### src/rtl/pc_seq.sv
// pc_seq: program-counter sequencer with a branch look-up table.
//
// Walks the PC sequentially from 0 after start and redirects it through an
// external combinational LUT on taken branches. A halt, or sequential fetch
// past PC_LAST, ends the program.
//
// Parameters
//   ADDR_I_W  branch LUT index width
//   PC_W      program counter width (also the LUT entry width)
//   PC_LAST   final legal PC for sequential fetch
//
// Ports
//   clk         single clock, rising edge
//   reset_n     synchronous active-low reset
//   start       one-cycle pulse, begins execution at PC 0 (IDLE/DONE only)
//   branch_req  decode reports a taken branch for the current PC
//   branch_sel  LUT index of the branch target
//   halt_req    decode reports a halt instruction
//   stall       freeze the PC this cycle
//   lut_addr    registered index driven to the branch LUT
//   lut_out     LUT read data for lut_addr
//   pc          current instruction address
//   running     high in FETCH or BRANCH
//   done        high in DONE
//   branch_cnt  taken branches since the last start, saturating
//
// state  | meaning
// IDLE   | after reset, PC held until start
// FETCH  | normal execution: halt > stall > branch > increment
// BRANCH | lut_addr is valid, PC loads lut_out this cycle
// DONE   | program ended (halt or past PC_LAST), waits for start

module pc_seq #(
    parameter int                ADDR_I_W = 8,
    parameter int                PC_W     = 16,
    parameter logic [PC_W-1:0]   PC_LAST  = {PC_W{1'b1}}
) (
    input  logic                clk,
    input  logic                reset_n,
    input  logic                start,
    input  logic                branch_req,
    input  logic [ADDR_I_W-1:0] branch_sel,
    input  logic                halt_req,
    input  logic                stall,
    output logic [ADDR_I_W-1:0] lut_addr,
    input  logic [PC_W-1:0]     lut_out,
    output logic [PC_W-1:0]     pc,
    output logic                running,
    output logic                done,
    output logic [PC_W-1:0]     branch_cnt
);

    typedef enum logic [1:0] {
        IDLE   = 2'd0,
        FETCH  = 2'd1,
        BRANCH = 2'd2,
        DONE   = 2'd3
    } state_t;

    localparam logic [PC_W-1:0] PC_ONE = {{(PC_W-1){1'b0}}, 1'b1};

    state_t              state, state_nxt;
    logic [PC_W-1:0]     pc_nxt;
    logic [ADDR_I_W-1:0] lut_addr_nxt;
    logic [PC_W-1:0]     branch_cnt_nxt;

    always_ff @(posedge clk) begin
        if (!reset_n) begin
            state      <= IDLE;
            pc         <= '0;
            lut_addr   <= '0;
            branch_cnt <= '0;
        end else begin
            state      <= state_nxt;
            pc         <= pc_nxt;
            lut_addr   <= lut_addr_nxt;
            branch_cnt <= branch_cnt_nxt;
        end
    end

    always_comb begin
        state_nxt      = state;
        pc_nxt         = pc;
        lut_addr_nxt   = lut_addr;
        branch_cnt_nxt = branch_cnt;

        case (state)
            IDLE, DONE: begin
                if (start) begin
                    state_nxt      = FETCH;
                    pc_nxt         = '0;
                    branch_cnt_nxt = '0;
                end
            end
            FETCH: begin
                if (halt_req) begin
                    state_nxt = DONE;
                end else if (stall) begin
                    // hold everything; a branch here is dropped, decode re-presents it
                    state_nxt = FETCH;
                end else if (branch_req) begin
                    state_nxt    = BRANCH;
                    lut_addr_nxt = branch_sel;
                    if (branch_cnt != {PC_W{1'b1}})
                        branch_cnt_nxt = branch_cnt + PC_ONE;
                end else if (pc == PC_LAST) begin
                    // exact compare: targets above PC_LAST keep counting up
                    state_nxt = DONE;
                end else begin
                    pc_nxt = pc + PC_ONE;
                end
            end
            BRANCH: begin
                state_nxt = FETCH;
                pc_nxt    = lut_out;
            end
            default: begin
                state_nxt = IDLE;
            end
        endcase
    end

    assign running = (state == FETCH) || (state == BRANCH);
    assign done    = (state == DONE);

endmodule

### config.mk
export PLATFORM = sky130hd
export DESIGN_NAME = pc_seq
export DESIGN_NICKNAME = d
export VERILOG_FILES = /design/src/rtl/pc_seq.sv
export SDC_FILE = /design/constraint.sdc
export NUM_CORES = 1
export LEC_CHECK = 0
export CAP_MARGIN = 40
export CELL_PAD_IN_SITES_DETAIL_PLACEMENT = 0
export CELL_PAD_IN_SITES_GLOBAL_PLACEMENT = 2
export CORE_ASPECT_RATIO = 0.6
export CORE_MARGIN = 1.5
export CORE_UTILIZATION = 25
export DETAILED_ROUTE_END_ITERATION = 12
export PLACE_DENSITY = 0.76
export SLEW_MARGIN = 20
export SYNTH_ARGS = -nofsm -noshare
export SYNTH_HDL_FRONTEND = slang
export SYNTH_SLANG_ARGS = --single-unit
### constraint.sdc
create_clock -name clk -period 5.7 [get_ports clk]
set_clock_uncertainty 0.1 [all_clocks]
set_input_delay 0.855 -clock clk [delete_from_list [all_inputs] [get_ports clk]]
set_output_delay 0.855 -clock clk [all_outputs]
set_load 0.005 [all_outputs]
==> Word-level counts from Yosys, hierarchy flattened <==
Cells that the tools add are included.
Widths: inputs -> output; s select.
{ "totals": {"out_inout_bits": 42, "reg_bits": 42, "input_bits": 30} }
{ "op_classes": {"reduce_logical": 8, "n_bitwise": 2, "n_eq_ne": 13, "n_addsub": 2, "n_mux": 17} }
{ "ops": {"columns": ["cell", "count"], "rows": [
  ["$mux 16", 9],
  ["$pmux 16 s3", 1],
  ["$add 16x1->16 const B", 2],
  ["$pmux 16 s2", 1],
  ["$eq 16x16->1 const B", 1],
  ["$ne 16x16->1 const B", 1],
  ["$ne 2x2->1 const B", 7],
  ["$mux 2", 5],
  ["$pmux 2 s3", 1],
  ["$reduce_and 6->1", 1],
  ["$ne 5x5->1 const B", 1],
  ["$reduce_and 5->1", 1],
  ["$eq 2x2->1 const B", 2],
  ["$reduce_and 4->1", 1],
  ["$eq 2x1->1 const B", 1],
  ["$logic_not 2->1", 1],
  ["$not 1->1", 2],
  ["$reduce_and 2->1", 1],
  ["$reduce_bool 2->1", 1],
  ["$reduce_or 2->1", 1],
  ["$logic_or 1x1->1", 1]
]} }

==> Depth between registers and ports, before layout <==
Gate-level depths: netlist of the first run.
{ "depth": {"ltp_word": 6, "mapped_depth": 10} }

==> Worst setup path before layout of the first run <==
No wires, ideal clock.
{ "synth_timing": {"path_kind": "input to register", "start": "input halt_req", "end": "register branch_cnt[14]", "required_ns": 5.530, "t_arrival_ns": 2.156, "setup_ns": 0.070, "path_slack_ns": 3.374, "stages": 6, "cell_sequence": "and4bb_1 > buf_2 > nand2_1 > buf_2 > or4_1 > a21oi_1"} }
{ "synth_between": {"elab_chain_cells": 2} }
{ "synth_rtl": {"columns": ["element", "line", "source"], "rows": [
  ["start, declared", "43", "input logic halt_req,"],
  ["$ne 2x2->1 (no line)", null, null],
  ["$reduce_and 6->1 (no line)", null, null],
  ["end signal, assigned", "77", "branch_cnt <= branch_cnt_nxt;"],
  ["end, declared", "50", "output logic [PC_W-1:0] branch_cnt"]
]} }
No other way between the ends.
A chain may end at the register's enable or synchronous reset.

==> Worst setup path in the final report of the first run <==
{ "layout_timing": {"start": "input branch_req", "end": "register branch_cnt[2]"} }
{ "layout_between": {"elab_chain_cells": 2} }
{ "layout_rtl": {"columns": ["element", "line", "source"], "rows": [
  ["start, declared", "41", "input logic branch_req,"],
  ["$ne 2x2->1 (no line)", null, null],
  ["$reduce_and 6->1 (no line)", null, null]
]} }
No other way between the ends.

==> results of run 1 <==
==> cell type report <==
class                           count  area (µm²)
Fill cell                         975        5850
Multi-Input combinational cell    227        1420
Sequential cell                    42         841
Timing Repair Buffer               76         744
Tap cell                          130         163
Clock buffer                        6         139
Inverter                            9        33.8
==> power by group <==
part | total [mW] | leakage (nW) | switching (mW) | internal [mW]
registers | 0.309 | 0.339 | 0.00900 | 0.300
logic | 0.142 | 0.743 | 0.0818 | 0.0602
clock network | 0.284 | 0.0688 | 0.114 | 0.169
total | 0.735 | 1.15 | 0.205 | 0.530
==> state kept, by name (all words and copies together) (netlist names) <==
| register | flops |
|---|---|
| branch_cnt | 16 |
| state | 2 |
| pc | 16 |
| lut_addr | 8 |
==> worst reg2reg max path: stages, from the launching register on <==
cell      delay [ps]
dfxtp_1          380
ha_1             180
and4bb_1         470
nand2_1          400
o21ai_1          550
buf_4            250
o211ai_1          90
and3_1           190
==> kinds of logic (layout without fill, tap and decap cells) <==
group,count (synthesis),in the layout,synth area share [%]
AO/OA/AOI/OAI,86,86,25.0
flip-flops,42,42,35.5
AND/OR/NAND/NOR,131,131,30.5
buffers and inverters,25,91,4.54
XOR/XNOR,5,5,1.85
adder cells (fa/ha/maj),5,5,2.64
==> layout by cell type, fill, tap and decap left out, types with 2 or more instances in the layout <==
master and n:
nor3_1 12, and3_1 3, o22ai_1 4, nand2b_1 7, nand2_1 34, xnor2_1 2, nor2b_1 3, a2bb2oi_1 3
buf_4 4, o21a_1 3, o21ai_1 8, inv_1 9, a32oi_1 4, a21oi_1 15, nor4_1 9, ha_1 5
nor2_1 14, and4_1 5, nand3_1 16, or2_1 2, o211a_1 5, clkbuf_16 5, nand4_1 13, clkdlybuf4s50_1 71
o211ai_1 4, and2_1 2, a31oi_1 7, xor2_1 3, o21ai_0 11, dfxtp_1 42, o31ai_1 4, o2bb2ai_1 2
a22oi_1 7
==> metrics by stage <==
stage | hold WS, ps | total power [mW] | area (µm²)
2_1_floorplan | 353 | 0.393 | 2370
3_3_place_gp | 342 | 0.455 | 3190
3_5_place_dp | 350 | 0.458 | 3200
4_1_cts | 360 | 0.743 | 3340
5_1_grt | 385 | 0.768 | 3340
6_report | 358 | 0.735 | 3340
==> layer usage <==
layer / track usage, % / vias up
met4: 4.49 / 0
met5: 0 / -
met1: 25.3 / 1169
met2: 19.5 / 94
li1: - / 1254
met3: 6.07 / 2
==> path summary, 6_finish.rpt <==
kind | startpoint | to | slack [ps] | cells after the start
max | branch_req | branch_cnt[2]$_SDFFE_PN0P_ | 2400 | 7
min | lut_addr[7]$_SDFFE_PN0P_ | lut_addr[7]$_SDFFE_PN0P_ | 360 | 2
max reg2reg | state[0]$_SDFFE_PN0P_ | branch_cnt[2]$_SDFFE_PN0P_ | 2990 | 7
min reg2reg | lut_addr[7]$_SDFFE_PN0P_ | lut_addr[7]$_SDFFE_PN0P_ | 360 | 2
==> out/qor.txt, run 1 <==
initial antenna violation count - 0
CP Capture Type - flop
Slew Limit Fails - 0
post-synthesis cell area - 2370 µm²
flip-flop and latch count after synthesis - 42
Yosys warnings - 0
Synth cell types - 53
Worst-Margin Slew - 721 ps
Final period util - 57.8%
WP data arrival - 3380 ps
Clk pin slew, worst setup/hold paths - 60 ps
Die Y - 78.4 µm
Post-Layout Cell Count - 490
CTS buffer count - 5
Slew Limit Headroom - 51.9%
fin util - 36.4%
root buffer cell - clkbuf_16
Total GRT Usage - 16.2%
Worst Path Buf+Inv - 2
most frequent cell after synthesis - dfxtp_1
largest net degree at the start of global routing - 28
routed length on met2 - 2900 µm
Final #Nets - 396
clk_lat worst skew - 290 ps
area leader, netlist - dfxtp_1
asr flop ratio synth - 0%
RD Place Congestion - 0.763
Syn Inst Count - 294
vias in the first global route - 2340
ANT cells - 0
FP Rows - 27
CP Launch Type - input port
H-tree depth - 2
Cell Pwr Density - 220 nW/µm²
status - finished clean
final number of hold-violating endpoints - 0
wire per inst - 16.0 µm
Leak Pwr - 1.15 nW
highest metal used - met4
final setup violation count - 0
antenna viol nets, final - 0
Synth-to-Final Area Change - 41.0%
Synth top cells by count - dfxtp_1, nand2_1, nand3_1, a21oi_1, nor2_1
Clock Sinks - 42
Max Cap Viol - 0
# port buffers - 71
Avg Cell Area, Syn - 8.06 µm²
critical path cell sequence - clkdlybuf4s50_1 -> and4bb_1 -> nand2_1 -> o21ai_1 -> buf_4 -> o211ai_1 -> and3_1
EDFF count, synth - 0
Synth top area share - 35.5%
metal3 WL - 657 µm
Post-synth top flop - dfxtp_1
Place WS - 2140 ps
VDD IR max - 0.109 mV
DR vias - 2519
drt total wl - 7850 µm
top post-synthesis cells by area - dfxtp_1, nand2_1, nand4_1
GRT overflow - 0
wire length on met1 - 4260 µm
CTS tree - done
setup slack after layout - 2400 ps
worst-case clock buffer depth - 2
placed insts - 484
1st-pass router iterations - 4
core area - 9190 µm²
CTS Hold Buffers Added - 0
DRC errors left - 0
Syn Nets - 329
Max stage delay on crit path - 550 ps
sequential-to-total area share from yosys stat - 35.5%
slowest library cell on the worst path - clkdlybuf4s50_1
die area - 10100 µm²
Critical Path RT - 5780 ps
post-cts resize count - 0
Fmax achieved - 0.303 GHz
post-DR vias/cell - 5.14
layout cells sized above 1 - 4.44%
Die Span X - 129 µm
RSZ-0062 raised after global routing - no
HP Class - reg -> reg
final setup TNS - 0 ps
I/O pin count - 72
DRT iter0 DRCs - 172
Post-DP HPWL - 5610 µm
first-pass GRT wire length - 12600 µm
total setup buffers inserted after CTS - 0
min Tclk post-route - 3300 ps
initial core utilization - 25.8%
worst-path maximum fanout - 14
Setup CP Type - in -> reg
Crit path max-delay family - simple AND/OR/NAND/NOR gates
(Power assumes the default switching activity.)
==> run 2: changes to the inputs <==
==> constraint.sdc (replaced) <==
create_clock -name clk -period 3.3 [get_ports clk]
set_clock_uncertainty 0.1 [all_clocks]
set_input_delay 0.495 -clock clk [delete_from_list [all_inputs] [get_ports clk]]
set_output_delay 0.495 -clock clk [all_outputs]
set_load 0.005 [all_outputs]
==> out/qor.txt, run 2 (synthesis results as in run 1) <==
VDD IR max - 0.204 mV
drt total wl - 8000 µm
Reg2Reg Launch Point - pc[0]$_SDFFE_PN0P_
post-DR vias/cell - 5.10
status - finished clean
Fmax achieved - 0.414 GHz
layout cells sized above 1 - 5.23%
Total GRT Usage - 16.0%
Hold Path Depth - 2
I/O pin count - 72
core area - 9190 µm²
H-tree depth - 2
Final period util - 73.1%
die area - 10100 µm²
1st-pass router iterations - 4
Die Span X - 129 µm
Cell Pwr Density - 378 nW/µm²
Die Y - 78.4 µm
Slew Limit Fails - 0
post-cts resize count - 0
worst reg2reg endpoint - pc[4]$_SDFFE_PN0P_
Clk pin slew, worst setup/hold paths - 60 ps
Post-DP HPWL - 5830 µm
Clock Power Share - 38.9%
DR vias - 2515
Fill cells - 953
antenna viol nets, final - 0
RSZ-0062 raised after global routing - no
total net switching power - 0.349 mW
Cell Int Power - 0.924 mW
min Tclk post-route - 2410 ps
first-pass GRT wire length - 12600 µm
share of total power in combinational logic - 19.2%
DRT iter0 DRCs - 159
DRC errors left - 0
worst reg-to-reg path cell count - 7
CP Capture Type - flop
Worst-Margin Slew - 712 ps
Setup CP Type - reg -> reg
GRT overflow - 0
Clock Sinks - 42
CTS buffer count - 5
largest net degree at the start of global routing - 26
Leak Pwr - 1.17 nW
Regs by FF count - branch_cnt (16), pc (16), lut_addr (8)
initial core utilization - 25.8%
most common cell after layout, fill and taps aside - clkdlybuf4s50_1
Flop pwr share - 42.0%
Synth-to-Final Area Change - 41.8%
initial antenna violation count - 0
HP Class - reg -> reg
setup slack after layout - 887 ps
vias in the first global route - 2341
CTS tree - done
wire per inst - 16.2 µm
r2r setup slk - 890 ps
FP Rows - 27
Critical Path RT - 3340 ps
CP Launch Type - flop
commonest cells after routing, fill and taps aside - clkdlybuf4s50_1, dfxtp_1, nand2_1
clk_lat worst skew - 280 ps
RD Place Congestion - 0.788
final setup violation count - 0
Max Cap Viol - 0
Seq. cell area - 841 µm²
Place WS - 627 ps
total power - 1.27 mW
worst-path maximum fanout - 7
total setup buffers inserted after CTS - 0
placed insts - 485
CTS Hold Buffers Added - 0
Hold Path End - lut_addr[7]$_SDFFE_PN0P_
# port buffers - 71
final setup TNS - 0 ps
ANT cells - 0
final number of hold-violating endpoints - 0
Final #Nets - 397
root buffer cell - clkbuf_16
Hold Startpoint - lut_addr[7]$_SDFFE_PN0P_
worst-case clock buffer depth - 2
Post-Layout Cell Count - 493
area of the multi-input gates - 1420 µm²
WP data arrival - 2460 ps
Sw Ratio - 27.4%
Slew Limit Headroom - 52.5%
run 2: cell types whose count changed in the layout (fill, tap and decap cells not counted):
| cell | delta |
|---|---|
| clkinv_2 | +1 |
| buf_1 | -1 |
| buf_4 | +2 |
| clkbuf_1 | +1 |
run 2: power by group through the flow:
stage	registers (mW)	clock network (mW)	logic, mW
detailed placement	0.545	0	0.245
global route	0.536	0.542	0.267
CTS	0.534	0.513	0.247
floorplan	0.542	0	0.136
global placement	0.545	0	0.248
finish	0.534	0.495	0.244
run 2: per-stage QoR:
step	hold slack, ps	cell area (µm²)	util, %
2_1_floorplan	353	2370	-
3_3_place_gp	341	3220	35.0
3_5_place_dp	347	3220	35.0
4_1_cts	354	3360	36.6
5_1_grt	376	3360	36.6
6_report	354	3360	36.6
run 2: worst max path at each step:
stage                                      from                          end  slack (ps)  depth (start not counted)
final                        pc[0]$_SDFFE_PN0P_           pc[4]$_SDFFE_PN0P_         890                          7
after global routing         pc[0]$_SDFFE_PN0P_           pc[1]$_SDFFE_PN0P_         630                          7
after CTS                    pc[0]$_SDFFE_PN0P_          pc[14]$_SDFFE_PN0P_         880                          6
after detailed placement             branch_req  branch_cnt[14]$_SDFFE_PN0P_         630                          6
after global placement               branch_req  branch_cnt[14]$_SDFFE_PN0P_         690                          6
after floorplan           state[1]$_SDFFE_PN0P_  branch_cnt[14]$_SDFFE_PN0P_        1250                          9
run 2: per-layer routing:
metal  global-route usage (%)  wire length (µm)  vias to the layer above
li1                         -                 -                     1251
met1                     24.0              4210                     1178
met2                     21.9              3160                       84
met3                     5.18               618                        2
met4                     3.37                11                        0
met5                        0                 0                        -
run 2: cell type report:
type                            count  share of cell area (%)
Timing Repair Buffer               77                    22.5
Clock buffer                        7                    4.24
Multi-Input combinational cell    227                    42.3
Tap cell                          130                    4.84
Sequential cell                    42                    25.0
Inverter                            9                    1.00
Clock inverter                      1                   0.149
run 2: critical path: stages, from the launching register on:
cell	delay, ps
dfxtp_1	440
ha_1	240
nand3_2	200
nor4_1	540
o22ai_1	290
buf_4	240
a22oi_1	160
nor2_1	50
